<file path="src/rtl/load_store_unit.sv">
// MEM-stage load/store initiator for a word-addressed synchronous data memory.
// Sub-word stores are performed as read-modify-write; the pipeline stalls while busy.
module load_store_unit #(
   parameter int ADDR_WIDTH = 10
) (
   input  logic                  Clk,
   input  logic                  Rst_n,
   input  logic                  ReqValid,
   input  logic                  ReqWrite,
   input  logic [1:0]            ReqSize,
   input  logic                  ReqUnsigned,
   input  logic [31:0]           ReqAddr,
   input  logic [31:0]           ReqWData,
   output logic                  Ready,
   output logic                  Stall,
   output logic                  Done,
   output logic                  Err,
   output logic [31:0]           LoadData,
   output logic [ADDR_WIDTH-1:0] MemAddress,
   output logic [31:0]           MemWriteData,
   output logic                  MemWrite,
   output logic                  MemRead,
   input  logic [31:0]           MemReadData
);

   typedef enum logic [2:0] {
      IDLE  = 3'd0,
      RD    = 3'd1,
      RESP  = 3'd2,
      MERGE = 3'd3,
      WR    = 3'd4,
      DONE  = 3'd5,
      ERR   = 3'd6
   } state_t;

   localparam logic [1:0] SIZE_BYTE = 2'b00;
   localparam logic [1:0] SIZE_HALF = 2'b01;
   localparam logic [1:0] SIZE_WORD = 2'b10;

   state_t state_reg, state_next;

   logic                  write_reg;
   logic [1:0]            size_reg;
   logic                  unsigned_reg;
   logic [1:0]            offset_reg;
   logic [15:0]           wdata_reg;
   logic [ADDR_WIDTH-1:0] mem_address_reg;
   logic [31:0]           mem_write_data_reg;
   logic                  mem_write_reg;
   logic                  mem_read_reg;
   logic [31:0]           load_data_reg;

   logic                  accept;
   logic                  req_bad;
   logic                  req_word_store;
   logic [7:0]            byte_sel;
   logic [15:0]           half_sel;
   logic [31:0]           load_value;
   logic [31:0]           merged_word;
   logic [3:0]            lane_hit;
   logic                  unused_addr_bits;

   // Byte addresses wrap: bits above the word-address field are don't-care.
   assign unused_addr_bits = ^ReqAddr[31:ADDR_WIDTH+2];

   assign accept         = (state_reg == IDLE) && ReqValid;
   assign req_word_store = ReqWrite && (ReqSize == SIZE_WORD);

   always_comb begin
      req_bad = 1'b0;
      case (ReqSize)
         SIZE_BYTE: req_bad = 1'b0;
         SIZE_HALF: req_bad = ReqAddr[0];
         SIZE_WORD: req_bad = (ReqAddr[1:0] != 2'b00);
         default:   req_bad = 1'b1;
      endcase
   end

   always_comb begin
      state_next = state_reg;
      case (state_reg)
         IDLE: begin
            if (accept) begin
               if (req_bad)
                  state_next = ERR;
               else if (req_word_store)
                  state_next = WR;
               else
                  state_next = RD;
            end
         end
         RD:      state_next = write_reg ? MERGE : RESP;
         RESP:    state_next = IDLE;
         MERGE:   state_next = WR;
         WR:      state_next = DONE;
         DONE:    state_next = IDLE;
         ERR:     state_next = IDLE;
         default: state_next = IDLE;
      endcase
   end

   // Little-endian lane extraction from the word the memory returns in RESP.
   assign byte_sel = MemReadData[{offset_reg, 3'b000} +: 8];
   assign half_sel = offset_reg[1] ? MemReadData[31:16] : MemReadData[15:0];

   always_comb begin
      load_value = MemReadData;
      case (size_reg)
         SIZE_BYTE: load_value = {{24{~unsigned_reg & byte_sel[7]}}, byte_sel};
         SIZE_HALF: load_value = {{16{~unsigned_reg & half_sel[15]}}, half_sel};
         default:   load_value = MemReadData;
      endcase
   end

   // Odd lanes of a halfword store take the upper store byte, all others the lower.
   generate
      for (genvar gi = 0; gi < 4; gi++) begin : g_lane
         assign lane_hit[gi] = (size_reg == SIZE_BYTE) ? (offset_reg == 2'(gi))
                                                       : (offset_reg[1] == gi[1]);
         assign merged_word[8*gi +: 8] =
            !lane_hit[gi]                              ? MemReadData[8*gi +: 8] :
            ((size_reg == SIZE_HALF) && (gi % 2 == 1)) ? wdata_reg[15:8] :
                                                         wdata_reg[7:0];
      end
   endgenerate

   always_ff @(posedge Clk or negedge Rst_n) begin
      if (!Rst_n) begin
         state_reg          <= IDLE;
         write_reg          <= 1'b0;
         size_reg           <= 2'b00;
         unsigned_reg       <= 1'b0;
         offset_reg         <= 2'b00;
         wdata_reg          <= 16'h0000;
         mem_address_reg    <= '0;
         mem_write_data_reg <= 32'h0000_0000;
         mem_write_reg      <= 1'b0;
         mem_read_reg       <= 1'b0;
         load_data_reg      <= 32'h0000_0000;
      end else begin
         state_reg     <= state_next;
         mem_read_reg  <= (state_next == RD);
         mem_write_reg <= (state_next == WR);
         if (accept && !req_bad) begin
            write_reg       <= ReqWrite;
            size_reg        <= ReqSize;
            unsigned_reg    <= ReqUnsigned;
            offset_reg      <= ReqAddr[1:0];
            wdata_reg       <= ReqWData[15:0];
            mem_address_reg <= ReqAddr[ADDR_WIDTH+1:2];
            if (req_word_store)
               mem_write_data_reg <= ReqWData;
         end
         if (state_reg == MERGE)
            mem_write_data_reg <= merged_word;
         if (state_reg == RESP)
            load_data_reg <= load_value;
      end
   end

   assign Ready        = (state_reg == IDLE);
   assign Stall        = ~Ready;
   assign Done         = (state_reg == RESP) || (state_reg == DONE) || (state_reg == ERR);
   assign Err          = (state_reg == ERR);
   // The fresh result is forwarded in the RESP cycle, then held in the register.
   assign LoadData     = (state_reg == RESP) ? load_value : load_data_reg;
   assign MemAddress   = mem_address_reg;
   assign MemWriteData = mem_write_data_reg;
   assign MemWrite     = mem_write_reg;
   assign MemRead      = mem_read_reg;

endmodule

</file>
<file path="config.mk">
export PLATFORM = sky130hd
export DESIGN_NAME = load_store_unit
export DESIGN_NICKNAME = d
export VERILOG_FILES = /design/src/rtl/load_store_unit.sv
export SDC_FILE = /design/constraint.sdc
export NUM_CORES = 1
export LEC_CHECK = 0
export ABC_AREA = 0
export BUFFER_PORTS_ARGS = -buffer_cell sky130_fd_sc_hd__buf_2
export CORE_MARGIN = 5
export CORE_UTILIZATION = 35
export CTS_CLUSTER_SIZE = 20
export DETAILED_ROUTE_END_ITERATION = 7
export PLACE_DENSITY = 0.6
export SLEW_MARGIN = 40
export SYNTH_ARGS = -nofsm -noshare
export SYNTH_HDL_FRONTEND = slang
export SYNTH_SLANG_ARGS = --single-unit
</file>
<file path="constraint.sdc">
create_clock -name Clk -period 3.7 [get_ports Clk]
set_input_delay 0.74 -clock Clk [delete_from_list [all_inputs] [get_ports Clk]]
set_output_delay 0.74 -clock Clk [all_outputs]
set_load 0.02 [all_outputs]
</file>
==> results of run 1 <==
[worst max path at each step]
stage | from | endpoint | slack, ns | cells past startpoint
final | size_reg[0]$_DFFE_PN0P_ | LoadData[22] | 0.35 | 6
after global routing | size_reg[0]$_DFFE_PN0P_ | LoadData[22] | 0.23 | 6
after CTS | offset_reg[1]$_DFFE_PN0P_ | LoadData[22] | 0.35 | 6
after detailed placement | MemReadData[23] | LoadData[22] | 0.60 | 7
after global placement | MemReadData[23] | LoadData[31] | 0.44 | 6
after floorplan | MemReadData[23] | LoadData[20] | 1.19 | 5
[layout make-up]
| type | instances | area (um2) |
|---|---|---|
| Sequential cell | 101 | 2530 |
| Clock buffer | 12 | 246 |
| Timing Repair Buffer | 175 | 911 |
| Clock inverter | 3 | 46.3 |
| Inverter | 4 | 15.0 |
| Multi-Input combinational cell | 341 | 2400 |
| Tap cell | 184 | 230 |
| Fill cell | 1445 | 8050 |
[power by group]
group	internal, uW	switching (uW)	total, uW
registers	1670	361	2030
logic	1320	2110	3430
clock network	541	414	956
total	3530	2880	6410
[synth_stat cells, types with 8 or more instances]
cell                       count
sky130_fd_sc_hd__a22o_1        8
sky130_fd_sc_hd__buf_2        17
sky130_fd_sc_hd__o21ai_0      13
sky130_fd_sc_hd__a22oi_1      32
sky130_fd_sc_hd__dfrtp_1     101
sky130_fd_sc_hd__nand2_1      59
sky130_fd_sc_hd__mux2i_1      39
sky130_fd_sc_hd__clkbuf_1     11
sky130_fd_sc_hd__a21oi_2      10
sky130_fd_sc_hd__a21oi_1      36
sky130_fd_sc_hd__nor2_1       32
sky130_fd_sc_hd__a31oi_1      23
sky130_fd_sc_hd__mux2_2       41
[kinds of logic (layout without fill, tap and decap cells)]
family,Yosys count,in the layout,synth area share
buffers and inverters,41,194,0.0425
AO/OA/AOI/OAI,146,146,0.197
AND/OR/NAND/NOR,114,114,0.0984
flip-flops,101,101,0.493
multiplexers,81,81,0.169
[critical path, delay by kind of cell, from the launching register on]
family                 cells  cell delay, ns
AOI/OAI and AO/OA          3            0.67
buffers and inverters      2            0.46
and+or+nand+nor            1            0.47
DFF                        1            0.65
[per-stage QoR]
step / instances / util / total power (uW)
global placement: 804 / 0.421 / 5390
floorplan: 483 / - / 4370
global route: 820 / 0.442 / 6820
finish: 820 / 0.442 / 6410
detailed placement: 805 / 0.422 / 5490
CTS: 820 / 0.442 / 6470
[layer usage]
metal,up-vias,GRT usage,part of all wire
met2,187,0.319,0.48
met3,24,0.0618,0.087
met1,2207,0.256,0.42
met4,4,0.0472,0.016
li1,2058,-,-
met5,-,0,0.0012
==> impl_metrics.env, run 1 <==
export IMPL_status="finished clean"
export IMPL_holdWs_ns=0.438
export IMPL_insertedDiodeCount=0
export IMPL_core_region_area_mm2=0.0144
export IMPL_finalCriticalPeriod_ns=3.35
export IMPL_cts_repair_resized=0
export IMPL_synth_area_top_cells="sky130_fd_sc_hd__dfrtp_1 49%, sky130_fd_sc_hd__mux2_2 9.0%, sky130_fd_sc_hd__mux2i_1 7.6%"
export IMPL_max_slew_margin=0.464
export IMPL_detailroute_via_count=4480
export IMPL_setup_worst_path_class="flip-flop to output pin"
export IMPL_cellLeakagePower_uw=0.00301
export IMPL_detailed_placer_s_ending_hpwl_mm=12.9
export IMPL_min_period_over_period=0.905
export IMPL_clock_skew_ns=0.0110
export IMPL_cp_required_ns=2.96
export IMPL_timing_critical_path_slowest_cell_delay_ns=0.65
export IMPL_setup_worst_path_start_class="flip-flop"
export IMPL_grt_pass1_vias=4573
export IMPL_grt_pass1_wl_mm=25.6
export IMPL_ant_nets_after_route=0
export IMPL_setup_slack_ns=0.351
export IMPL_drt_first_pass_iters=5
export IMPL_timing_critical_path_to_type="output pin"
export IMPL_clkSlewWorstSetupHoldPaths_ns=0.07
export IMPL_worst_r2r_setup_slack_ns=1.48
export IMPL_area_growth_pct=24.4
export IMPL_number_of_antenna_violations_at_the_first_check_in_global_routing=2
export IMPL_power_density_mw_per_mm2=1010
export IMPL_wl_mm=17.0
export IMPL_post_route_setup_tns_ns=0
export IMPL_critical_path_arrival_ns=2.61
export IMPL_global_route_overflow_total=0
export IMPL_final_area_mm2=0.00637
export IMPL_cp_cell_sequence="or3b_1, o2bb2ai_4, a211oi_4, buf_4, a21oi_2, buf_2"
export IMPL_cts_buffer_depth=2
export IMPL_drc_violation_total_after_the_first_tritonroute_iteration=228
export IMPL_clockRootBuffer="sky130_fd_sc_hd__clkbuf_16"
export IMPL_yosys_register_bits=101
export IMPL_critical_path_slowest_cell="sky130_fd_sc_hd__dfrtp_1"
export IMPL_maxcap_viol_count=0
export IMPL_timing_final_setup_violations=0
export IMPL_timing_rr_end="load_data_reg[22]$_DFF_PN0_"
export IMPL_track_usage=0.197
export IMPL_remaining_drc_errors=0
export IMPL_routed_via_density=5.46
export IMPL_synth_top_area_frac=0.493
export IMPL_design_portCount=183
export IMPL_portBuffers=162
export IMPL_tightestPinTransition_ns=0.803
export IMPL_yosys_warnings=0
export IMPL_grt_start_max_net_pins=66
export IMPL_r2r_start="size_reg[0]$_DFFE_PN0P_"
export IMPL_top_flip_flop_cell_by_instance_count_after_synthesis="sky130_fd_sc_hd__dfrtp_1"
export IMPL_worst_skew_pair_late_latency_ns=0.35
export IMPL_hold_viol_final=0
export IMPL_preCtsSetupSlack_ns=0.601
export IMPL_cts_repair_timing_setup_buffer_count=0
export IMPL_most_common_cell_after_layout_fill_and_taps_aside="sky130_fd_sc_hd__buf_2"
export IMPL_cp_max_fo=15
export IMPL_rsz_0062_raised_after_global_routing="no"
export IMPL_yosysSeqAreaShare=0.493
export IMPL_synth_enable_flop_cells=0
export IMPL_worst_r2r_path_depth=5
export IMPL_die_height_um=131
export IMPL_fmax_ghz=0.299
export IMPL_cts_buffers=9
export IMPL_cts_htree_levels=3
export IMPL_gp_congestion=0.861
export IMPL_hold_path_class="primary input to asynchronous set/reset pin"
export IMPL_synth_fp_nets=586
export IMPL_placementRows=44
export IMPL_layout_drive_gt1_share=0.396
export IMPL_postSynthAreaPerCell_um2=10.6
export IMPL_die_x_um=131
export IMPL_floorplan_initialDensity=0.355
export IMPL_wl_per_cell_um=20.8
export IMPL_die_area_mm2=0.0172
export IMPL_tritoncts="built"
export IMPL_synth_async_sr_flop_share=1.00
export IMPL_yosys_area_top_type="sky130_fd_sc_hd__dfrtp_1"
export IMPL_mappedNetlistArea_mm2=0.00513
export IMPL_timing_max_transition_violations_final=0
export IMPL_tritoncts_num_sinks=101
export IMPL_synthCells=483
export IMPL_vdd_ir_drop_max_mv=0.434
export IMPL_most_common_layout_cells="161 x sky130_fd_sc_hd__buf_2, 101 x sky130_fd_sc_hd__dfrtp_1, 59 x sky130_fd_sc_hd__nand2_1"
export IMPL_postCtsHoldBufs=0
export IMPL_synth_cell_types=43
export IMPL_dpl_cell_area_mm2=0.00608
export IMPL_design_final_nets=735
Note: power is estimated with default switching activity, not from simulation.
==> inputs of run 2 (changes only) <==
--- a/config.mk
+++ b/config.mk
@@ -7,11 +7,12 @@
 export LEC_CHECK = 0
 export ABC_AREA = 0
 export BUFFER_PORTS_ARGS = -buffer_cell sky130_fd_sc_hd__buf_2
+export CAP_MARGIN = 20
 export CORE_MARGIN = 5
 export CORE_UTILIZATION = 35
 export CTS_CLUSTER_SIZE = 20
 export DETAILED_ROUTE_END_ITERATION = 7
-export PLACE_DENSITY = 0.6
+export PLACE_DENSITY = 0.62
 export SLEW_MARGIN = 40
 export SYNTH_ARGS = -nofsm -noshare
 export SYNTH_HDL_FRONTEND = slang
==> constraint.sdc (replaced) <==
create_clock -name Clk -period 2.8 [get_ports Clk]
set_input_delay 0.56 -clock Clk [delete_from_list [all_inputs] [get_ports Clk]]
set_output_delay 0.56 -clock Clk [all_outputs]
set_load 0.02 [all_outputs]
==> run 2 against run 1 <==
Utilization grew 1.0 points. Sequential share of layout area shrank 0.86 points. Largest cell class unchanged. Count of clock-buffer cells in the layout shrank 1. Sequential power grew 30%. First-iteration DRC count grew 11%. Final cell count grew 0.73%. Worst hold slack lost 0.25 ns. Global-route usage is essentially flat. Flip-flop and latch count is the same. Clock skew is essentially flat. Clock power grew 44%.
==> impl_metrics.env, run 2 (synthesis gave the netlist of run 1 again) <==
export IMPL_gr_usage_met1=0.258
export IMPL_insertedDiodeCount=0
export IMPL_vdd_ir_drop_max_mv=0.617
export IMPL_status="finished clean"
export IMPL_grt_pass1_vias=4622
export IMPL_setup_worst_path_start_class="flip-flop"
export IMPL_most_common_layout_cells="160 x sky130_fd_sc_hd__buf_2, 100 x sky130_fd_sc_hd__dfrtp_1, 58 x sky130_fd_sc_hd__nand2_1"
export IMPL_cts_htree_levels=3
export IMPL_design_portCount=183
export IMPL_timing_critical_path_to_type="output pin"
export IMPL_cellLeakagePower_uw=0.00308
export IMPL_gp_congestion=0.866
export IMPL_postCtsHoldBufs=0
export IMPL_detailed_placer_s_ending_hpwl_mm=12.6
export IMPL_remaining_drc_errors=0
export IMPL_maxcap_viol_count=0
export IMPL_number_of_antenna_violations_at_the_first_check_in_global_routing=4
export IMPL_routed_via_density=5.52
export IMPL_die_x_um=131
export IMPL_core_region_area_mm2=0.0144
export IMPL_floorplan_initialDensity=0.355
export IMPL_drc_violation_total_after_the_first_tritonroute_iteration=252
export IMPL_max_slew_margin=0.481
export IMPL_design_final_nets=740
export IMPL_finalCriticalPeriod_ns=2.71
export IMPL_grtUsageMet3=0.0585
export IMPL_wl_per_cell_um=20.4
export IMPL_most_common_cell_after_layout_fill_and_taps_aside="sky130_fd_sc_hd__buf_2"
export IMPL_globalRoute_busiestLayer="met2"
export IMPL_hold_viol_final=0
export IMPL_hold_path_class="primary input to asynchronous set/reset pin"
export IMPL_min_period_over_period=0.967
export IMPL_cp_required_ns=2.24
export IMPL_drt_first_pass_iters=5
export IMPL_clock_skew_ns=0.0107
export IMPL_placementRows=44
export IMPL_global_route_overflow_total=0
export IMPL_preCtsSetupSlack_ns=0.398
export IMPL_portBuffers=162
export IMPL_die_area_mm2=0.0172
export IMPL_grt_start_max_net_pins=62
export IMPL_timing_final_setup_violations=0
export IMPL_grt_use_met2=0.312
export IMPL_detailroute_via_count=4560
export IMPL_tightestPinTransition_ns=0.779
export IMPL_timing_max_transition_violations_final=0
export IMPL_clockRootBuffer="sky130_fd_sc_hd__clkbuf_16"
export IMPL_wl_mm=16.8
export IMPL_p_total_uw=8680
export IMPL_fmax_ghz=0.369
export IMPL_layout_drive_gt1_share=0.411
export IMPL_setup_slack_ns=0.0918
export IMPL_cts_buffers=9
export IMPL_power_density_mw_per_mm2=1330
export IMPL_critical_path_arrival_ns=2.15
export IMPL_worst_skew_pair_late_latency_ns=0.36
export IMPL_area_growth_pct=27.2
export IMPL_grt_pass1_wl_mm=25.3
export IMPL_cts_buffer_depth=2
export IMPL_clkSlewWorstSetupHoldPaths_ns=0.07
export IMPL_ant_nets_after_route=0
export IMPL_die_height_um=131
export IMPL_cp_max_fo=16
export IMPL_tritoncts_num_sinks=101
export IMPL_setup_worst_path_class="flip-flop to output pin"
export IMPL_track_usage=0.197
export IMPL_tritoncts="built"
[run 2: worst paths after layout]
| kind | startpoint | slack, ns | to | cells past startpoint |
|---|---|---|---|---|
| worst max-delay path | offset_reg[1]$_DFFE_PN0P_ | 0.09 | LoadData[16] | 7 |
| max in group asynchronous | Rst_n | 1.87 | size_reg[1]$_DFFE_PN0P_ | 2 |
| worst min register to register | load_data_reg[6]$_DFF_PN0_ | 0.47 | load_data_reg[6]$_DFF_PN0_ | 1 |
| min in group Clk | ReqAddr[6] | 0.43 | MemAddress[4]$_DFFE_PN0P_ | 2 |
| worst max register to register | state_reg[1]$_DFF_PN0_ | 0.72 | MemWriteData[4]$_DFFE_PN0P_ | 4 |
| worst min-delay path | Rst_n | 0.19 | MemWriteData[2]$_DFFE_PN0P_ | 1 |
[run 2: cell type report]
type | count | area [um2]
Multi-Input combinational cell | 341 | 2420
Timing Repair Buffer | 180 | 1000
Tap cell | 184 | 230
Sequential cell | 101 | 2530
Clock buffer | 11 | 243
Fill cell | 1446 | 7900
Inverter | 4 | 15.0
Clock inverter | 5 | 82.6
[run 2: power breakdown]
part           internal (uW)  total, uW  switching [uW]
Combinational           1830       4660            2840
Clock                    812       1380             566
Sequential              2200       2640             439
Total                   4840       8680            3840
[run 2: what timing repair did]
item	4_1_cts	5_1_grt
setup buffers	0	0
gates resized for setup	0	8
endpoints found under the setup margin	0	29
[run 2: critical path, stage by stage (launching register included)]
cell	delay, ns
sky130_fd_sc_hd__dfrtp_1	0.40
sky130_fd_sc_hd__buf_4	0.20
sky130_fd_sc_hd__mux2i_2	0.19
sky130_fd_sc_hd__nor3b_1	0.37
sky130_fd_sc_hd__a211oi_4	0.09
sky130_fd_sc_hd__buf_12	0.17
sky130_fd_sc_hd__a21oi_1	0.18
sky130_fd_sc_hd__buf_2	0.20
[run 2: stage by stage]
stage                util  hold slack [ns]  std cells  setup TNS, ns  cell area, um2
detailed placement  0.428            0.462        810              0            6170
finish              0.452            0.193        826              0            6520
floorplan               -            0.264        483              0            5130
global route        0.452            0.234        826       -0.00270            6520
CTS                 0.450            0.200        826              0            6490
global placement    0.428            0.455        810              0            6170
[run 2: metal layers]
layer  share of wire  vias up
li1                -     2076
met1            0.42     2244
met5          0.0020        -
met4           0.023        8
met3           0.079       40
met2            0.47      192
